`config.mk`:
```
export PLATFORM = sky130hd
export DESIGN_NAME = mem_port_arbiter
export DESIGN_NICKNAME = d
export VERILOG_FILES = /design/src/rtl/mem_arb_pkg.sv /design/src/rtl/arb_lat_cnt.sv /design/src/rtl/mem_port_arbiter.sv
export SDC_FILE = /design/constraint.sdc
export NUM_CORES = 1
export LEC_CHECK = 0
export ABC_AREA = 1
export CORE_ASPECT_RATIO = 2
export CORE_UTILIZATION = 37
export CTS_CLUSTER_SIZE = 25
export DETAILED_ROUTE_END_ITERATION = 16
export HOLD_SLACK_MARGIN = 0.15
export PLACE_DENSITY = 0.89
export SLEW_MARGIN = 15
export SYNTH_ARGS = -nofsm -noshare
export SYNTH_HDL_FRONTEND = slang
export SYNTH_HIERARCHICAL = 1
export SYNTH_SLANG_ARGS = --single-unit
```
`constraint.sdc`:
```
create_clock -name clk -period 3.55 [get_ports clk]
set_input_delay 0.71 -clock clk [delete_from_list [all_inputs] [get_ports clk]]
set_output_delay 0.71 -clock clk [all_outputs]
set_load 0.01 [all_outputs]
```
`src/rtl/mem_arb_pkg.sv`:
```
// Shared types and sizing helpers for the fetch/data memory-port arbiter.
package mem_arb_pkg;

    typedef enum logic [1:0] {
        IDLE  = 2'd0,
        ISSUE = 2'd1,
        WAIT  = 2'd2
    } arb_state_t;

    typedef enum logic {
        OWN_IF = 1'b0,
        OWN_D  = 1'b1
    } owner_t;

    // Latency-counter width: must hold MEM_LAT itself, i.e. $clog2(MEM_LAT+1).
    function automatic int lat_cnt_w(input int lat);
        return (lat < 1) ? 1 : $clog2(lat + 1);
    endfunction

    localparam int MEM_LAT_DEFAULT = 1;
    localparam int LAT_CW_DEFAULT  = $clog2(MEM_LAT_DEFAULT + 1);

endpackage

```
`src/rtl/arb_lat_cnt.sv`:
```
// Loadable down-counter timing the WAIT phase; done marks the final wait cycle.
module arb_lat_cnt #(
    parameter int CW       = 1,
    parameter int LOAD_VAL = 1
) (
    input  logic clk,
    input  logic rst,
    input  logic load,
    input  logic dec,
    output logic done
);

    logic [CW-1:0] cnt_reg;

    always_ff @(posedge clk or negedge rst) begin
        if (!rst) begin
            cnt_reg <= '0;
        end else if (load) begin
            cnt_reg <= CW'(LOAD_VAL);
        end else if (dec && (cnt_reg != '0)) begin
            cnt_reg <= cnt_reg - CW'(1);
        end
    end

    // Flag the cycle in which the count is about to reach zero, so the
    // WAIT phase lasts exactly LOAD_VAL cycles.
    assign done = (cnt_reg == CW'(1));

endmodule

```
`src/rtl/mem_port_arbiter.sv`:
```
// Arbitrates one single-ported memory between fetch and load/store traffic.
// Optional fetch starvation guard enabled by defining MEM_ARB_STARVE_GUARD_EN.
module mem_port_arbiter
    import mem_arb_pkg::*;
#(
    parameter int AW         = 12,
    parameter int W          = 16,
    parameter int MEM_LAT    = 1,
    parameter int STARVE_MAX = 4
) (
    input  logic          clk,
    input  logic          rst,
    input  logic          if_req,
    input  logic [AW-1:0] if_addr,
    output logic [W-1:0]  if_rdata,
    output logic          if_valid,
    input  logic          d_req,
    input  logic          d_we,
    input  logic [AW-1:0] d_addr,
    input  logic [W-1:0]  d_wdata,
    output logic [W-1:0]  d_rdata,
    output logic          d_valid,
    output logic          mem_en,
    output logic          mem_we,
    output logic [AW-1:0] mem_addr,
    output logic [W-1:0]  mem_wdata,
    input  logic [W-1:0]  mem_rdata,
    output logic          stall_if,
    output logic          stall_mem
);

    localparam int CW = lat_cnt_w(MEM_LAT);

    arb_state_t    state_reg, state_next;
    owner_t        owner_reg, owner_next;
    logic          mem_we_reg;
    logic [AW-1:0] mem_addr_reg;
    logic [W-1:0]  mem_wdata_reg;

    logic any_req;
    logic grant_d;
    logic starve_force;
    logic cnt_load;
    logic cnt_dec;
    logic lat_done;
    logic access_done;

    assign any_req = if_req | d_req;
    assign grant_d = d_req & ~(if_req & starve_force);

`ifdef MEM_ARB_STARVE_GUARD_EN
    localparam int SCW = $clog2(STARVE_MAX + 1);

    logic [SCW-1:0] starve_cnt_reg;

    assign starve_force = (starve_cnt_reg == SCW'(STARVE_MAX));

    // Counts data grants won while fetch is waiting; saturates at STARVE_MAX.
    always_ff @(posedge clk or negedge rst) begin
        if (!rst) begin
            starve_cnt_reg <= '0;
        end else if (!if_req) begin
            starve_cnt_reg <= '0;
        end else if (state_reg == IDLE) begin
            if (!grant_d) begin
                starve_cnt_reg <= '0;
            end else if (!starve_force) begin
                starve_cnt_reg <= starve_cnt_reg + SCW'(1);
            end
        end
    end
`else
    // Without the guard fetch is never forced ahead of data.
    assign starve_force = (STARVE_MAX < 0);
`endif

    always_comb begin
        state_next = state_reg;
        owner_next = owner_reg;
        cnt_load   = 1'b0;
        cnt_dec    = 1'b0;
        case (state_reg)
            IDLE: begin
                if (any_req) begin
                    state_next = ISSUE;
                    owner_next = grant_d ? OWN_D : OWN_IF;
                end
            end
            ISSUE: begin
                state_next = WAIT;
                cnt_load   = 1'b1;
            end
            WAIT: begin
                cnt_dec = 1'b1;
                if (lat_done) begin
                    state_next = IDLE;
                end
            end
            default: state_next = IDLE;
        endcase
    end

    always_ff @(posedge clk or negedge rst) begin
        if (!rst) begin
            state_reg     <= IDLE;
            owner_reg     <= OWN_IF;
            mem_we_reg    <= 1'b0;
            mem_addr_reg  <= '0;
            mem_wdata_reg <= '0;
        end else begin
            state_reg <= state_next;
            owner_reg <= owner_next;
            if ((state_reg == IDLE) && any_req) begin
                mem_addr_reg  <= grant_d ? d_addr : if_addr;
                mem_we_reg    <= grant_d & d_we;
                mem_wdata_reg <= grant_d ? d_wdata : '0;
            end
        end
    end

    arb_lat_cnt #(
        .CW       (CW),
        .LOAD_VAL (MEM_LAT)
    ) u_lat_cnt (
        .clk  (clk),
        .rst  (rst),
        .load (cnt_load),
        .dec  (cnt_dec),
        .done (lat_done)
    );

    assign access_done = (state_reg == WAIT) & lat_done;

    assign mem_en    = (state_reg == ISSUE);
    assign mem_we    = mem_we_reg;
    assign mem_addr  = mem_addr_reg;
    assign mem_wdata = mem_wdata_reg;

    assign if_valid = access_done & (owner_reg == OWN_IF);
    assign d_valid  = access_done & (owner_reg == OWN_D);
    assign if_rdata = if_valid ? mem_rdata : '0;
    // Store completions return zero rather than whatever the memory drives.
    assign d_rdata  = (d_valid & ~mem_we_reg) ? mem_rdata : '0;

    assign stall_if  = if_req & ~if_valid;
    assign stall_mem = d_req & ~d_valid;

endmodule

```
Yosys cells after proc, flatten, opt, wreduce, memory -nomap -nowiden
Cells that the tools add are included.
{"block": "op_classes", "n_addsub": 1, "eq_ne": 4, "n_mux": 12, "n_bitwise": 12, "n_reduce_logical": 6}
{"operator": "$mux 16", "count": 3}
{"operator": "$mux 12", "count": 1}
{"operator": "$and 1x1->1", "count": 7}
{"operator": "$pmux 2 s3", "count": 1}
{"operator": "$mux 1", "count": 5}
{"operator": "$mux 2", "count": 2}
{"operator": "$not 1->1", "count": 4}
{"operator": "$reduce_and 2->1", "count": 2}
{"operator": "$eq 2x1->1 const B", "count": 1}
{"operator": "$eq 2x2->1 const B", "count": 1}
{"operator": "$logic_and 1x1->1", "count": 2}
{"operator": "$logic_not 2->1", "count": 1}
{"operator": "$ne 2x1->1 const B", "count": 1}
{"operator": "$ne 2x2->1 const B", "count": 1}
{"operator": "$reduce_bool 2->1", "count": 1}
{"operator": "$or 1x1->1", "count": 1}
{"operator": "$sub 1x1->1 const B", "count": 1}
{"block": "word_totals", "regBits": 33, "input_bits": 61, "out_inout_bits": 66, "elab_cells": 41}

Logic depth before layout (Yosys ltp)
Gate-level depths: netlist of run 1.
{"block": "logic_depth", "depth_word": 5, "ltp_mapped": 6, "ltp_nobuf": 5}

Hierarchy
Netlist of run 1, hierarchy kept.
{"module": "mem_port_arbiter", "instances": 1, "cells_each": 238, "area_per_inst_um2": 1672.9, "seq_area_each_um2": 800.8}
{"module": "arb_lat_cnt", "instances": 1, "cells_each": 5, "area_per_inst_um2": 40.0, "seq_area_each_um2": 25.0}

Least setup slack after synthesis of run 1
Ideal clock, no wire load.
{"block": "synth_timing", "path_kind": "reg-to-output", "startpoint": "reg state_reg[0]", "endpoint": "out d_rdata[10]", "arrival_ps": 1098, "required_ps": 2840, "setup_slack_ps": 1742, "stages_incl_launch_ff": 5, "n_path_buf": 1, "cell_sequence": "dfrtp_1 -> inv_2 -> nand4_2 -> buf_6 -> nor3_1"}
{"block": "synth_via", "elab_chain_len": 5}
{"element": "start: declaration", "line_no": "mem_port_arbiter.sv:34", "source": "arb_state_t state_reg, state_next;"}
{"element": "start signal: assignment", "line_no": "mem_port_arbiter.sv:111", "source": "state_reg <= state_next;"}
{"element": "$eq 2x2->1", "line_no": "mem_port_arbiter.sv:132", "source": "assign access_done = (state_reg == WAIT) & lat_done;"}
{"element": "$and 1x1->1", "line_no": "mem_port_arbiter.sv:132"}
{"element": "$and 1x1->1", "line_no": "mem_port_arbiter.sv:140", "source": "assign d_valid = access_done & (owner_reg == OWN_D);"}
{"element": "$and 1x1->1", "line_no": "mem_port_arbiter.sv:143", "source": "assign d_rdata = (d_valid & ~mem_we_reg) ? mem_rdata : '0;"}
{"element": "$mux 16", "line_no": "mem_port_arbiter.sv:143"}
{"element": "end: declaration", "line_no": "mem_port_arbiter.sv:21", "source": "output logic [W-1:0] d_rdata,"}
No other way between the ends.

Worst setup path after layout of run 1
{"block": "layout_timing", "startpoint": "reg state_reg[0]", "endpoint": "out d_rdata[12]"}
Same word-level chain as after synthesis.

==> key figures, run 1 <==
Route
  • WL final: around 5.1 mm
  • Avg WL per Cell: around 12 um
  • DR vias: 1,917
  • # DRC: 0
  • DR vias/cell: between 4 and 5
  • DRT Pass-1 Iters: 5
  • First DRT Iteration DRCs: 24
  • Routed Antenna Nets: 0

GRT
  • Largest net degree at the start of global routing: 34
  • Vias in the first global route: 1,757
  • First-pass GRT wire length: roughly 8.2 mm
  • Initial antenna violation count: 0
  • Tot GR Track Use: 21.9%
  • Grt total ovfl: 0

Worst setup path
  • Worst Setup Start Kind: register
  • Slowest stage cell on the critical path: clkdlybuf4s50_1
  • Critical path capture point type: primary output
  • Crit. Startpoint: state_reg[0]
  • R2R Setup Slk: 2200 ps
  • CP Max Fanout: 18
  • FF-to-FF Start: state_reg[1]
  • Worst Reg-to-Reg Cells: 5
  • Reg-to-Reg End: mem_addr[11]
  • Critical path's largest stage delay: 580 ps
  • Required time of the worst setup path: approximately 2800 ps
  • Cell Chain, Critical Path: inv_2 -> nand4_2 -> nor3_1 -> clkdlybuf4s50_1
  • Critical path class: register to primary output
  • Worst EP arrival: between 2000 and 2500 ps

Layout
  • Nets@finish: about 430
  • Area Overhead vs Synth: 82.6%
  • Number of flip-flops in the largest register: 16
  • Share of cells above drive strength 1: under 10%
  • Final std cells w/o fill: between 400 and 500
  • # diodes: 0

Placement
  • Detail Placement HPWL: 3.81 mm
  • Cell total after placement: just over 400
  • RD Place Congestion: 0.821
  • I/O Buffers: 126

Hold path
  • WHS Endpoint: mem_wdata[5]
  • Worst Hold Class: register to register
  • Hold_sp: mem_wdata[5]
  • Hold path depth: 2

STA
  • Unrepaired setup endpoints after global routing: no
  • Clk_skew: around 4.6 ps
  • Slew at the pin closest to its max-slew limit: 585 ps
  • Final Slew Violations: 0
  • Fin crit period: between 2000 and 3000 ps
  • Final Hold Fails: 0
  • Period Utilization, post-route: around 78%
  • F_max: 363 MHz
  • Total negative slack: 0 ps
  • Slew headroom: about three fifths
  • Finish-stage setup viols: 0

Clock network
  • Clock Latency Late Sink: around 280 ps
  • Post-CTS setup buffers: 0
  • Worst-path clk slew: 70 ps
  • Cts hold-fix bufs: 0
  • CTS Sinks: 33
  • Root Buffer: clkbuf_8
  • TritonCTS clock tree: yes
  • CTS H-tree lvls: 2
  • Post-CTS resize count: 0
  • Clock buffer count from CTS: 5
  • Clk buf depth: 2

Synthesis
  • Synth Instances: 243
  • Sequential area share after synthesis: about half
  • Main combinational cell family by area after synthesis: simple AND/OR/NAND/NOR gates
  • Synthesized area: 0.00171 mm2
  • Yosys warnings: 6
  • Adder-cell share of the synthesized area: 0%
  • Synth Area in Simple Gates: 40.3%
  • Distinct cells, synth: 17
  • Synth Register Bits: 33
  • Xor/xnor share of the synthesized area: 0%
  • Synth Area in Compound Gates: between 1 and 1.5%
  • Synth Net Count: around 300
  • Synth Area per Inst: 7.05 um2
  • Post-synthesis mux area share: 0%

Outcome
  • Status: complete, no violations

Power and ir drop
  • PD cells: roughly 670 mW/mm2
  • Leak: approximately 0.0016 uW
  • Maximum vdd drop: around 0.5 mV

Floorplan
  • Core ar.: about 0.0044 mm2
  • DIE WIDTH: 50.1 um
  • Initial Util: 39.1%
  • I/O pin count: around 130
  • Row count: 34
  • Die area: between 0.004 and 0.005 mm2
  • Die Y: 98.2 um

Run
  • Max-cap viol count: 0
[critical path, delay by kind of cell (launching register included)]
family | cells | cell delay (ps)
simple gates | 2 | 670
buf+inv | 2 | 670
flops | 1 | 430
[cell usage in the layout (no fill, tap or decap), drive strengths merged]
cell type / netlist / layout
o21bai: 1 / 1
clkinv: 0 / 1
dfrtp: 33 / 33
buf: 10 / 3
nor2: 23 / 23
inv: 28 / 28
nand2: 127 / 127
clkbuf: 1 / 5
nand3: 1 / 1
bufinv: 0 / 2
o21ai: 2 / 2
nand4: 1 / 1
clkdlybuf4s50: 0 / 126
nor3: 16 / 16
[per-stage QoR]
stage	setup WS (ps)	power (uW)	area (um2)	hold WS (ps)	util (%)
2_1_floorplan	1740	1140	1710	414	-
3_3_place_gp	862	1650	2990	453	68.3
3_5_place_dp	834	1680	2990	458	68.3
4_1_cts	767	2110	3130	475	71.4
5_1_grt	627	2230	3130	489	71.4
6_report	792	2080	3130	470	71.4
[per-layer routing]
metal / share of wire, % / GRT usage [%]
met5: 0 / 0
met4: 3.5 / 11.6
met3: 5.9 / 4.52
met2: 53 / 38.2
met1: 37 / 23.9
[worst max path at each step]
stage	to	slack, ps	depth (start not counted)
finish	d_rdata[12]	790	4
global route	d_rdata[12]	630	4
CTS	d_rdata[5]	770	4
detailed placement	d_rdata[5]	830	4
global placement	d_rdata[15]	860	4
floorplan	d_rdata[10]	1740	4
[power by group]
group | leakage (uW) | switching (uW) | total, uW | internal (uW)
registers | 0.000415 | 124 | 668 | 544
logic | 0.00107 | 486 | 1000 | 514
clock network | 0.0000681 | 137 | 416 | 279
[cells in the mapped netlist]
cell type,number,area (um2)
o21ai_1,1,5.00
buf_2,5,25.0
nand3_4,1,17.5
nor2_2,1,6.26
inv_1,25,93.8
nor2_1,20,75.1
clkbuf_1,1,3.75
dfrtp_1,33,826
nor2_4,2,22.5
inv_2,3,11.3
buf_6,2,22.5
o21bai_1,1,7.51
nand4_2,1,12.5
nor3_1,16,80.1
buf_4,3,22.5
o21ai_0,1,5.00
nand2_1,127,477
[logic make-up (layout without fill, tap and decap cells)]
family,Yosys count,count (layout)
AOI/OAI and AO/OA,3,3
and+or+nand+nor,168,168
DFF,33,33
buffers and inverters,39,165
[area by class of cell]
cell class / count / area, um2
clock inverter: 3 / 65.1
clock buffer: 5 / 68.8
tap: 54 / 67.6
inverter: 28 / 105
multi-input combinational: 171 / 712
fill: 364 / 1250
timing repair buffer: 129 / 1280
sequential: 33 / 826
Power figures use the tool's default switching activity.
==> inputs of run 2 (changes only) <==
CORE_UTILIZATION = 31   (was 37)
PLACE_DENSITY = 0.8   (was 0.89)
clock period = 2.4 ns   (was 3.55 ns; I/O delays follow)
==> key figures, run 2 (synthesis results as in run 1) <==
Floorplan
  • Row count: 38 (+12%)
  • DIE WIDTH: 54.6 um (+8.9%)
  • I/O pin count: 127 (unchanged)
  • Die Y: 107 um (+9.1%)
  • Initial Util: 31.9% (-7.2 points)
  • Core ar.: 0.00537 mm2 (+23%)
  • Die area: 0.00584 mm2 (+19%)

GRT
  • Largest net degree at the start of global routing: 34 (unchanged)
  • Initial antenna violation count: 0 (unchanged)
  • Vias in the first global route: 1,636 (-6.9%)
  • Grt total ovfl: 0 (unchanged)
  • First-pass GRT wire length: 7.60 mm (-7.8%)
  • Tot GR Track Use: 17.9% (-4.1 points)

Route
  • Routed Antenna Nets: 0 (unchanged)
  • DRT Pass-1 Iters: 4 (-1)
  • First DRT Iteration DRCs: 39 (+63%)
  • DR vias: 1,896 (-1.1%)
  • # DRC: 0 (unchanged)
  • DR vias/cell: 4.41 (-2.7%)
  • WL final: 5.16 mm (+1.4%)
  • Avg WL per Cell: 12.0 um (-0.27%)

STA
  • Finish-stage setup viols: 0 (unchanged)
  • Fin crit period: 2310 ps
  • Slew at the pin closest to its max-slew limit: 595 ps (+9.78 ps)
  • Final Hold Fails: 0 (unchanged)
  • Hold slack: 468 ps (-2.04 ps)
  • F_max: approximately 430 MHz
  • Final Slew Violations: 0 (unchanged)
  • Total negative slack: 0 ps (unchanged)
  • Period Utilization, post-route: between 90% and 100%
  • Unrepaired setup endpoints after global routing: yes
  • Slew headroom: 60.3% (-0.65 points)
  • Clk_skew: 3.06 ps (-1.49 ps)

Power and ir drop
  • PD cells: 955 mW/mm2 (+43%)
  • Flop pwr share: 33.6% (+1.6 points)
  • Final Power: 3040 uW (+46%)
  • Cell Int Power: 1910 uW (+43%)
  • Maximum vdd drop: 0.784 mV (+59%)
  • Leak: 0.00175 uW (+12%)
  • P_sw: 1140 uW (+52%)
  • Clock share of power: 17.5% (-2.5 points)
  • Combinational share of power: 48.9% (+0.9 points)
  • Switch share: 37.3% (+1.4 points)

Worst setup path
  • Critical path capture point type: primary output
  • Required time of the worst setup path: 1920 ps (-920 ps)
  • Worst Setup Start Kind: register
  • CP Max Fanout: 17 (-1)
  • Worst EP arrival: 1830 ps (-220 ps)
  • Worst path top cell family by delay: buffers and inverters
  • WP buf/inv: 2 (unchanged)
  • FF-to-FF Start: state_reg[0]
  • Slowest stage cell on the critical path: clkdlybuf4s50_1
  • Cell Chain, Critical Path: inv_2 -> nor2_4 -> nand3_4 -> nor2_1 -> clkdlybuf4s50_1
  • Critical path class: register to primary output
  • R2R Setup Slk: 980 ps (-1220 ps)
  • Critical path's largest stage delay: 560 ps (-20 ps)
  • Worst Reg-to-Reg Cells: 5 (unchanged)
  • Reg-to-Reg End: mem_addr[0]

Layout
  • Number of flip-flops in the largest register: 16 (unchanged)
  • Non-Filler Cell Area, Final: 0.00319 mm2 (+1.9%)
  • Layout fillers: 484 (+33%)
  • Area Overhead vs Synth: 86.1%
  • Share of cells above drive strength 1: 6.49% (+1.1 points)
  • Final std cells w/o fill: 430 (+1.7%)
  • Nets@finish: 430 (+0.23%)
  • # diodes: 0 (unchanged)
  • Most common cell after layout, fill and taps aside: nand2_1
  • Most frequent cells in the layout: 127 x nand2_1, 115 x clkdlybuf4s50_1, 31 x dfrtp_1

Outcome
  • Status: complete, no violations

Clock network
  • CTS H-tree lvls: 2 (unchanged)
  • Root Buffer: clkbuf_8
  • Worst-path clk slew: 70 ps (about the same)
  • TritonCTS clock tree: yes
  • Clock Latency Late Sink: 280 ps (about the same)
  • Clock buffer count from CTS: 5 (unchanged)
  • Cts hold-fix bufs: 0 (unchanged)
  • CTS Sinks: 33 (unchanged)
  • Post-CTS setup buffers: 0 (unchanged)
  • Clk buf depth: 2 (unchanged)

Placement
  • Cell total after placement: 421 (+1.4%)
  • I/O Buffers: 126 (unchanged)
  • RD Place Congestion: 0.766 (-6.7%)
  • Placement Cell Area: 0.00300 mm2 (+0.25%)
  • Detail Placement HPWL: 3.81 mm (about the same)

Hold path
  • WHS Endpoint: mem_addr[4]
  • Worst Hold Class: register to register
  • Hold_sp: mem_addr[4]
  • Hold path depth: 2 (unchanged)

Run
  • Max-cap viol count: 0 (unchanged)
## run 2: cell count changes in the layout (fill, tap and decap cells not counted), sizes merged
cell           change
bufinv             -1
clkbuf             +2
nand4              +1
clkdlybuf4s50     -11
dlymetal6s2s      +11
clkinv             -1
## run 2: how the worst max path moves through the flow
| stage | start | to | depth (start not counted) |
|---|---|---|---|
| 2_1_floorplan | state_reg[0] | d_rdata[10] | 4 |
| 4_1_cts | state_reg[0] | d_rdata[8] | 4 |
| 3_5_place_dp | state_reg[0] | d_rdata[8] | 4 |
| 3_3_place_gp | mem_rdata[1] | d_rdata[1] | 4 |
| 6_report | state_reg[1] | if_rdata[4] | 5 |
| 5_1_grt | state_reg[1] | if_rdata[7] | 5 |
## run 2: power by group through the flow
stage | Sequential [uW] | Clock [uW] | Combinational, uW
global placement | 984 | 0 | 1470
CTS | 994 | 552 | 1500
global route | 1060 | 576 | 1650
finish | 1020 | 533 | 1490
floorplan | 1060 | 0 | 629
detailed placement | 993 | 0 | 1500
## run 2: layer usage
layer,track usage (%),share of wire (%),vias to the layer above
li1,-,-,975
met1,18.4,37,837
met2,31.8,56,71
met3,4.54,5.0,13
met4,7.51,2.5,0
met5,0,0,-
## run 2: worst register-to-register path, stage by stage (launching register included)
cell,delay [ps]
dfrtp_1,430
inv_2,150
nand2_1,140
nor2_2,420
nand2_1,130
nand2_1,100
## run 2: area by class of cell
class | count | area, um2 | share of cell area [%]
clock buffers | 7 | 86.3 | 2.71
clock inverters | 1 | 30.0 | 0.942
inverters | 28 | 105 | 3.30
multi-input cells | 172 | 752 | 23.6
flip-flops and latches | 33 | 828 | 26.0
well taps | 60 | 75.1 | 2.35
repair buffers | 129 | 1310 | 41.1
## run 2: stage by stage
stage,setup slack (ps),utilization [%]
after detailed placement,155,55.9
after global routing,-53.6,59.3
after floorplan,822,-
after CTS,25.5,58.2
final,93.9,59.3
after global placement,179,55.9
## run 2: repair_timing
action | in CTS | in global routing
gates cloned | 0 | 1
gates resized for setup | 1 | 16
setup endpoints to repair | 16 | 28
